`config.mk`:
```
export PLATFORM = sky130hd
export DESIGN_NAME = sdram_ctrl
export DESIGN_NICKNAME = d
export VERILOG_FILES = /design/src/rtl/sdram_pkg.sv /design/src/rtl/sdram_refresh_timer.sv /design/src/rtl/sdram_ctrl.sv
export SDC_FILE = /design/constraint.sdc
export NUM_CORES = 1
export LEC_CHECK = 0
export CAP_MARGIN = 5
export CELL_PAD_IN_SITES_DETAIL_PLACEMENT = 1
export CELL_PAD_IN_SITES_GLOBAL_PLACEMENT = 1
export CORE_UTILIZATION = 50
export CTS_CLUSTER_DIAMETER = 50
export DETAILED_ROUTE_END_ITERATION = 12
export DONT_BUFFER_PORTS = 1
export PLACE_DENSITY_LB_ADDON = 0.1
export REMOVE_ABC_BUFFERS = 1
export SLEW_MARGIN = 30
export SYNTH_ARGS = -nofsm -noshare
export SYNTH_HDL_FRONTEND = slang
export SYNTH_HIERARCHICAL = 1
export SYNTH_SLANG_ARGS = --single-unit
```
`constraint.sdc`:
```
create_clock -name clk -period 3.1 [get_ports clk]
set_input_delay 0.62 -clock clk [delete_from_list [all_inputs] [get_ports clk]]
set_output_delay 0.62 -clock clk [all_outputs]
set_load 0.05 [all_outputs]
```
`src/rtl/sdram_pkg.sv`:
```
// Shared SDRAM definitions: command encodings, controller state enum and mode register helper.
package sdram_pkg;

    typedef logic [2:0] cmd_t;

    // Command bits are {ras_n, cas_n, we_n}
    localparam cmd_t CmdNop = 3'b111;
    localparam cmd_t CmdAct = 3'b011;
    localparam cmd_t CmdRd  = 3'b101;
    localparam cmd_t CmdWr  = 3'b100;
    localparam cmd_t CmdPre = 3'b010;
    localparam cmd_t CmdRef = 3'b001;
    localparam cmd_t CmdLmr = 3'b000;

    typedef enum logic [3:0] {
        StInitWait,
        StInitPre,
        StInitRef1,
        StInitRef2,
        StInitLmr,
        StIdle,
        StAct,
        StRw,
        StDelay,
        StRef
    } state_e;

    // Burst length 1, sequential, CAS latency cl, single-location writes (A9=1)
    function automatic logic [10:0] mode_reg(input int unsigned cl);
        logic [10:0] m;
        m      = '0;
        m[9]   = 1'b1;
        m[6:4] = 3'(cl);
        return m;
    endfunction

endpackage

```
`src/rtl/sdram_refresh_timer.sv`:
```
// Free-running refresh interval timer; raises pending on each wrap until the controller clears it.
module sdram_refresh_timer #(
    parameter int unsigned T_REFI = 780
) (
    input  logic clk,
    input  logic rst_n,
    input  logic enable,
    input  logic clear,
    output logic pending
);

    localparam int unsigned CntW = $clog2(T_REFI);

    logic [CntW-1:0] r_cnt;
    logic            r_pending;
    logic            w_wrap;

    assign w_wrap = enable && (r_cnt == CntW'(T_REFI - 1));

    always_ff @(posedge clk or negedge rst_n) begin
        if (!rst_n) begin
            r_cnt     <= '0;
            r_pending <= 1'b0;
        end else begin
            if (w_wrap) begin
                r_cnt <= '0;
            end else if (enable) begin
                r_cnt <= r_cnt + 1'b1;
            end
            // A wrap wins over a clear so no interval is ever lost
            if (w_wrap) begin
                r_pending <= 1'b1;
            end else if (clear) begin
                r_pending <= 1'b0;
            end
        end
    end

    assign pending = r_pending;

endmodule

```
`src/rtl/sdram_ctrl.sv`:
```
// Single-word SDRAM controller with power-up init, auto-refresh and auto-precharge accesses.
// Define SDRAM_CTRL_FAST_INIT_EN to shorten the power-up NOP wait to 16 cycles for simulation.
module sdram_ctrl
    import sdram_pkg::*;
#(
    parameter int unsigned AWIDTH = 12,
    parameter int unsigned DWIDTH = 16,
    parameter int unsigned CWIDTH = 8,
    parameter int unsigned T_INIT = 20000,
    parameter int unsigned T_RP   = 2,
    parameter int unsigned T_RCD  = 2,
    parameter int unsigned T_RC   = 6,
    parameter int unsigned CL     = 2,
    parameter int unsigned T_REFI = 780
) (
    input  logic                     clk,
    input  logic                     rst_n,
    input  logic                     req,
    input  logic                     req_we,
    input  logic [AWIDTH+CWIDTH-1:0] req_addr,
    input  logic [DWIDTH-1:0]        req_wdata,
    output logic                     req_ack,
    output logic                     rd_valid,
    output logic [DWIDTH-1:0]        rd_data,
    output logic                     sd_ras_n,
    output logic                     sd_cas_n,
    output logic                     sd_we_n,
    output logic [AWIDTH-1:0]        sd_addr,
    output logic [DWIDTH-1:0]        sd_data_o,
    output logic                     sd_data_oe,
    input  logic [DWIDTH-1:0]        sd_data_i
);

`ifdef SDRAM_CTRL_FAST_INIT_EN
    localparam int unsigned InitCyc = 16;
`else
    localparam int unsigned InitCyc = T_INIT;
`endif
    // Long enough for tRC and for the auto-precharge to finish after read data returns
    localparam int unsigned PostCyc =
        (T_RC > T_RCD + CL + T_RP) ? (T_RC - T_RCD) : (CL + T_RP);

    state_e            r_state;
    logic [15:0]       r_cnt;
    logic              r_init_done;
    cmd_t              r_cmd;
    logic [AWIDTH-1:0] r_addr;
    logic [DWIDTH-1:0] r_wdata;
    logic              r_oe;
    logic              r_ack;
    logic [CL:0]       r_rd_pipe;
    logic              r_rd_valid;
    logic [DWIDTH-1:0] r_rd_data;

    logic              w_pending;
    logic              w_ref_clear;
    logic [AWIDTH-1:0] w_row;
    logic [AWIDTH-1:0] w_col_addr;
    logic [AWIDTH-1:0] w_pre_addr;
    logic [AWIDTH-1:0] w_mode_addr;

    assign w_row       = req_addr[AWIDTH+CWIDTH-1:CWIDTH];
    assign w_ref_clear = (r_state == StIdle) && w_pending;

    always_comb begin
        w_col_addr                = '0;
        w_col_addr[CWIDTH-1:0]    = req_addr[CWIDTH-1:0];
        w_col_addr[10]            = 1'b1;
        w_pre_addr                = '0;
        w_pre_addr[10]            = 1'b1;
        w_mode_addr               = '0;
        w_mode_addr[10:0]         = mode_reg(CL);
    end

    sdram_refresh_timer #(
        .T_REFI (T_REFI)
    ) u_refresh_timer (
        .clk     (clk),
        .rst_n   (rst_n),
        .enable  (r_init_done),
        .clear   (w_ref_clear),
        .pending (w_pending)
    );

    always_ff @(posedge clk or negedge rst_n) begin
        if (!rst_n) begin
            r_state     <= StInitWait;
            r_cnt       <= '0;
            r_init_done <= 1'b0;
            r_cmd       <= CmdNop;
            r_addr      <= '0;
            r_wdata     <= '0;
            r_oe        <= 1'b0;
            r_ack       <= 1'b0;
            r_rd_pipe   <= '0;
            r_rd_valid  <= 1'b0;
            r_rd_data   <= '0;
        end else begin
            r_cmd      <= CmdNop;
            r_ack      <= 1'b0;
            r_oe       <= 1'b0;
            r_cnt      <= r_cnt + 16'd1;
            r_rd_pipe  <= {r_rd_pipe[CL-1:0], 1'b0};
            r_rd_valid <= r_rd_pipe[CL];
            if (r_rd_pipe[CL]) begin
                r_rd_data <= sd_data_i;
            end

            case (r_state)
                StInitWait: if (r_cnt == 16'(InitCyc - 1)) begin
                    r_cnt   <= '0;
                    r_cmd   <= CmdPre;
                    r_addr  <= w_pre_addr;
                    r_state <= StInitPre;
                end
                StInitPre: if (r_cnt == 16'(T_RP - 1)) begin
                    r_cnt   <= '0;
                    r_cmd   <= CmdRef;
                    r_state <= StInitRef1;
                end
                StInitRef1: if (r_cnt == 16'(T_RC - 1)) begin
                    r_cnt   <= '0;
                    r_cmd   <= CmdRef;
                    r_state <= StInitRef2;
                end
                StInitRef2: if (r_cnt == 16'(T_RC - 1)) begin
                    r_cnt   <= '0;
                    r_cmd   <= CmdLmr;
                    r_addr  <= w_mode_addr;
                    r_state <= StInitLmr;
                end
                StInitLmr: if (r_cnt == 16'd2) begin
                    r_cnt       <= '0;
                    r_init_done <= 1'b1;
                    r_state     <= StIdle;
                end
                StIdle: begin
                    r_cnt <= '0;
                    if (w_pending) begin
                        r_cmd   <= CmdRef;
                        r_state <= StRef;
                    end else if (req) begin
                        r_cmd   <= CmdAct;
                        r_addr  <= w_row;
                        r_state <= StAct;
                    end
                end
                StAct: if (r_cnt == 16'(T_RCD - 1)) begin
                    r_cnt   <= '0;
                    r_addr  <= w_col_addr;
                    r_ack   <= 1'b1;
                    r_state <= StRw;
                    if (req_we) begin
                        r_cmd   <= CmdWr;
                        r_wdata <= req_wdata;
                        r_oe    <= 1'b1;
                    end else begin
                        r_cmd        <= CmdRd;
                        r_rd_pipe[0] <= 1'b1;
                    end
                end
                StRw: begin
                    r_cnt   <= '0;
                    r_state <= StDelay;
                end
                StDelay: if (r_cnt == 16'(PostCyc - 1)) begin
                    r_cnt   <= '0;
                    r_state <= StIdle;
                end
                // The IDLE cycle completes the REF-to-next-command spacing of T_RC
                StRef: if (r_cnt == 16'(T_RC - 2)) begin
                    r_cnt   <= '0;
                    r_state <= StIdle;
                end
                default: begin
                    r_cnt   <= '0;
                    r_state <= StInitWait;
                end
            endcase
        end
    end

    assign {sd_ras_n, sd_cas_n, sd_we_n} = r_cmd;
    assign sd_addr    = r_addr;
    assign sd_data_o  = r_wdata;
    assign sd_data_oe = r_oe;
    assign req_ack    = r_ack;
    assign rd_valid   = r_rd_valid;
    assign rd_data    = r_rd_data;

endmodule
```
==> results.cfg <==
[run_status]
status = complete, no violations

[clock_tree]
cts.sinks = 85
clock-root-buffer = clkbuf_8
cts_tree = built
clk_pin_slew_ns = 0.09
insertion_delay_ns = 0.37
cts_buffers = 9
clockBufferDepth = 2
htree_levels = 3

[route]
drc = 0
vias = 2598
drtPass1Iterations = 4
wl_per_cell_um = 18.5
drt_iter0_markers = 126
routed_via_density = 5.71
wl_um = 8410
postRouteAntennaNets = 0

[critical_path]
critPathMaxStageDelay_ns = 0.69
ff2ff_setup_slack_ns = 0.56
r2r_end = r_state[0]$_DFFE_PN0P_
crit_top_cell = nand3_1
slowest_stage = and3b_1
end_kind = register
cp.required_ns = 3.31
r2r-start = r_cnt[1]$_DFF_PN0_
ff2ff_path_depth = 8
crit_chain = inv_1 > ha_1 > nor4bb_1 > nand4_1 > nand3_1 > nand3_1 > and3b_1 > a2bb2oi_1
path_class = register to register
arrival_ns = 2.76
path_max_fanout = 16
start_kind = register

[logic_synthesis]
netlist_instances = 348
synth_top_cell_by_area = dfrtp_1
synthTopCellsByArea = dfrtp_1 52%, mux2_2 6.8%, mux2_4 3.4%
synthArstFlopShare = 1.00
ys_seq_area_frac = 0.537
yosys_warnings = 6
syn_area_per_cell_sq_um = 11.4
netlist_area_sq_mm = 0.00397
synth_top_area_frac = 0.517
synth_ff_type = dfrtp_1
ys_seq_elements = 85
ys_types = 62
synth_edf_count = 0

[timing]
fin_tns_setup_ns = 0
finalCritPeriodShare = 0.820
fmax_mhz = 393
max_slew_margin = 0.563
final_max_slew_viol_count = 0
rsz0062_at_grt = false
min_period_ns = 2.54
setup_viol = 0
hold_viol = 0
fin_worst_skew_ns = 0.0165
tightest_slew_ns = 0.656

[floorplan]
die-area_sq_mm = 0.00830
row_count = 32
dieHeight_um = 91.1
die_w_um = 91.1
coreArea_sq_mm = 0.00769
ios = 106
start_util = 0.516

[worst_hold_path]
hp-class = primary input to async pin

[pwr]
p_leak_uw = 0.00192
vdd_ir_drop_max_v = 0.000354
power.density_mw_per_mm2 = 990

[grt]
grt_max_degree = 83
gr-total-overflow = 0
first_global_vias = 2820
antenna_found_initial = 0
grt_usage = 0.225
grt_pass1_wl_um = 14500

[placed_design]
gp_congestion = 0.803
dp.cells = 438
dp_hpwl_um = 5900
port_buffers = 0

[final_layout]
regArea_sq_mm = 0.00213
final_cells = 455
antennaDiodeCount = 0
drive_above_1_share = 0.201
fin_nets = 409
fillers = 808
syn_to_final_growth_pct = 7.44
multi_input_area_sq_mm = 0.00172

[flow_run]
max_cap_violations = 0
-- per-stage QoR --
step           setup slack [ns]  power (uW)  hold slack (ns)   util  area (sq um)
4_1_cts                   0.565        4260           0.0674  0.555          4260
3_3_place_gp              0.741        3400            0.326  0.526          4040
6_report                  0.557        4220           0.0866  0.555          4260
3_5_place_dp              0.591        3440            0.326  0.526          4040
2_1_floorplan             0.952        3080            0.324      -          3880
5_1_grt                   0.286        4470           0.0603  0.555          4260
-- layer usage --
metal | routed length (um) | global-route usage | vias up
li1 | - | - | 1222
met1 | 3760 | 0.296 | 1301
met2 | 4120 | 0.355 | 66
met3 | 410 | 0.0670 | 9
met4 | 117 | 0.0767 | 0
met5 | 0 | 0 | -
-- layout by cell type, fill, tap and decap left out, drive strengths merged, types with 2 or more instances in the layout --
cell type and instances:
dfrtp 82, nor2 36, mux2 33, nand2 30
o21ai 22, xor2 13, inv 13, nand4 12
nand3 9, clkbuf 9, a22oi 7, nand2b 6
xnor2 6, a21oi 6, ha 5, and3 5
buf 5, nor3 5, a31oi 4, nor2b 3
or3 3, dfstp 3, and2 2, nor4 2
o21bai 2, o2111ai 2, a211oi 2, o21a 2
o31ai 2, clkinv 2, nor3b 2, or4 2
-- critical path: cells and delay by family (launching register included) --
kind | cells | cell delay (ns)
AND/OR/NAND/NOR | 5 | 1.55
flip-flops | 1 | 0.44
buffers and inverters | 1 | 0.10
AO/OA/AOI/OAI | 1 | 0.14
adder cells (fa/ha/maj) | 1 | 0.17
-- final cells by class --
| type | count | area share |
|---|---|---|
| multi-input combinational | 239 | 0.404 |
| timing repair buffer | 5 | 0.0135 |
| tap | 102 | 0.0299 |
| clock buffer | 9 | 0.0291 |
| clock inverter | 7 | 0.0167 |
| inverter | 8 | 0.00704 |
| sequential | 85 | 0.500 |
-- worst max path at each step --
stage,from,to,slack [ns],cells after the start
6_report,r_cnt[1]$_DFF_PN0_,r_state[0]$_DFFE_PN0P_,0.56,8
5_1_grt,r_cnt[1]$_DFF_PN0_,r_state[0]$_DFFE_PN0P_,0.29,8
3_5_place_dp,r_cnt[1]$_DFF_PN0_,r_state[0]$_DFFE_PN0P_,0.59,8
2_1_floorplan,r_cnt[1]$_DFF_PN0_,sd_addr[10]$_DFFE_PN0P_,0.95,7
3_3_place_gp,r_cnt[1]$_DFF_PN0_,r_state[0]$_DFFE_PN0P_,0.74,8
4_1_cts,r_cnt[1]$_DFF_PN0_,r_state[0]$_DFFE_PN0P_,0.57,8
-- logic make-up after synthesis --
logic type	after synthesis	synth area share
and+or+nand+nor	124	0.180
buffers and inverters	24	0.0290
adders and majority gates	5	0.0158
muxes	33	0.102
xor gates and xnor gates	19	0.0419
DFF	85	0.537
AOI/OAI and AO/OA	58	0.0940
-- where the power goes --
group	internal (uW)	leakage (uW)	switching, uW
clock	319	0.000102	460
sequential	1370	0.00112	972
combinational	461	0.000698	641
-- Yosys cell counts, types with 2 or more instances --
cell,instances
dfrtp_1,82
nor2_1,35
nand2_1,29
mux2_2,24
o21ai_0,22
xor2_1,13
nand4_1,10
mux2_4,9
nand3_1,9
clkbuf_1,8
a22oi_1,7
inv_1,7
nand2b_1,6
xnor2_1,6
a21oi_1,5
ha_1,5
a31oi_1,4
and3_1,4
buf_2,4
dfstp_2,3
nor2b_1,3
nor3_1,3
or3_1,3
a211oi_1,2
and2_1,2
buf_1,2
nor4_4,2
o2111ai_1,2
o21a_1,2
o21bai_1,2
o31ai_1,2
-- state kept, by name (all words and copies together) (netlist names), 3 cells and up --
name	flops
sd_data_o	16
rd_data	16
sd_addr	12
r_cnt	16
r_cmd	3
u_refresh_timer/r_cnt	10
r_state	4
r_rd_pipe	3
-- timing repair --
| item | CTS | global route |
|---|---|---|
| setup buffers | 0 | 0 |
| endpoints found under the hold margin | 82 | 0 |
| resized for setup | 0 | 0 |
| hold buffers | 1 | 0 |
Power figures use the tool's default switching activity.
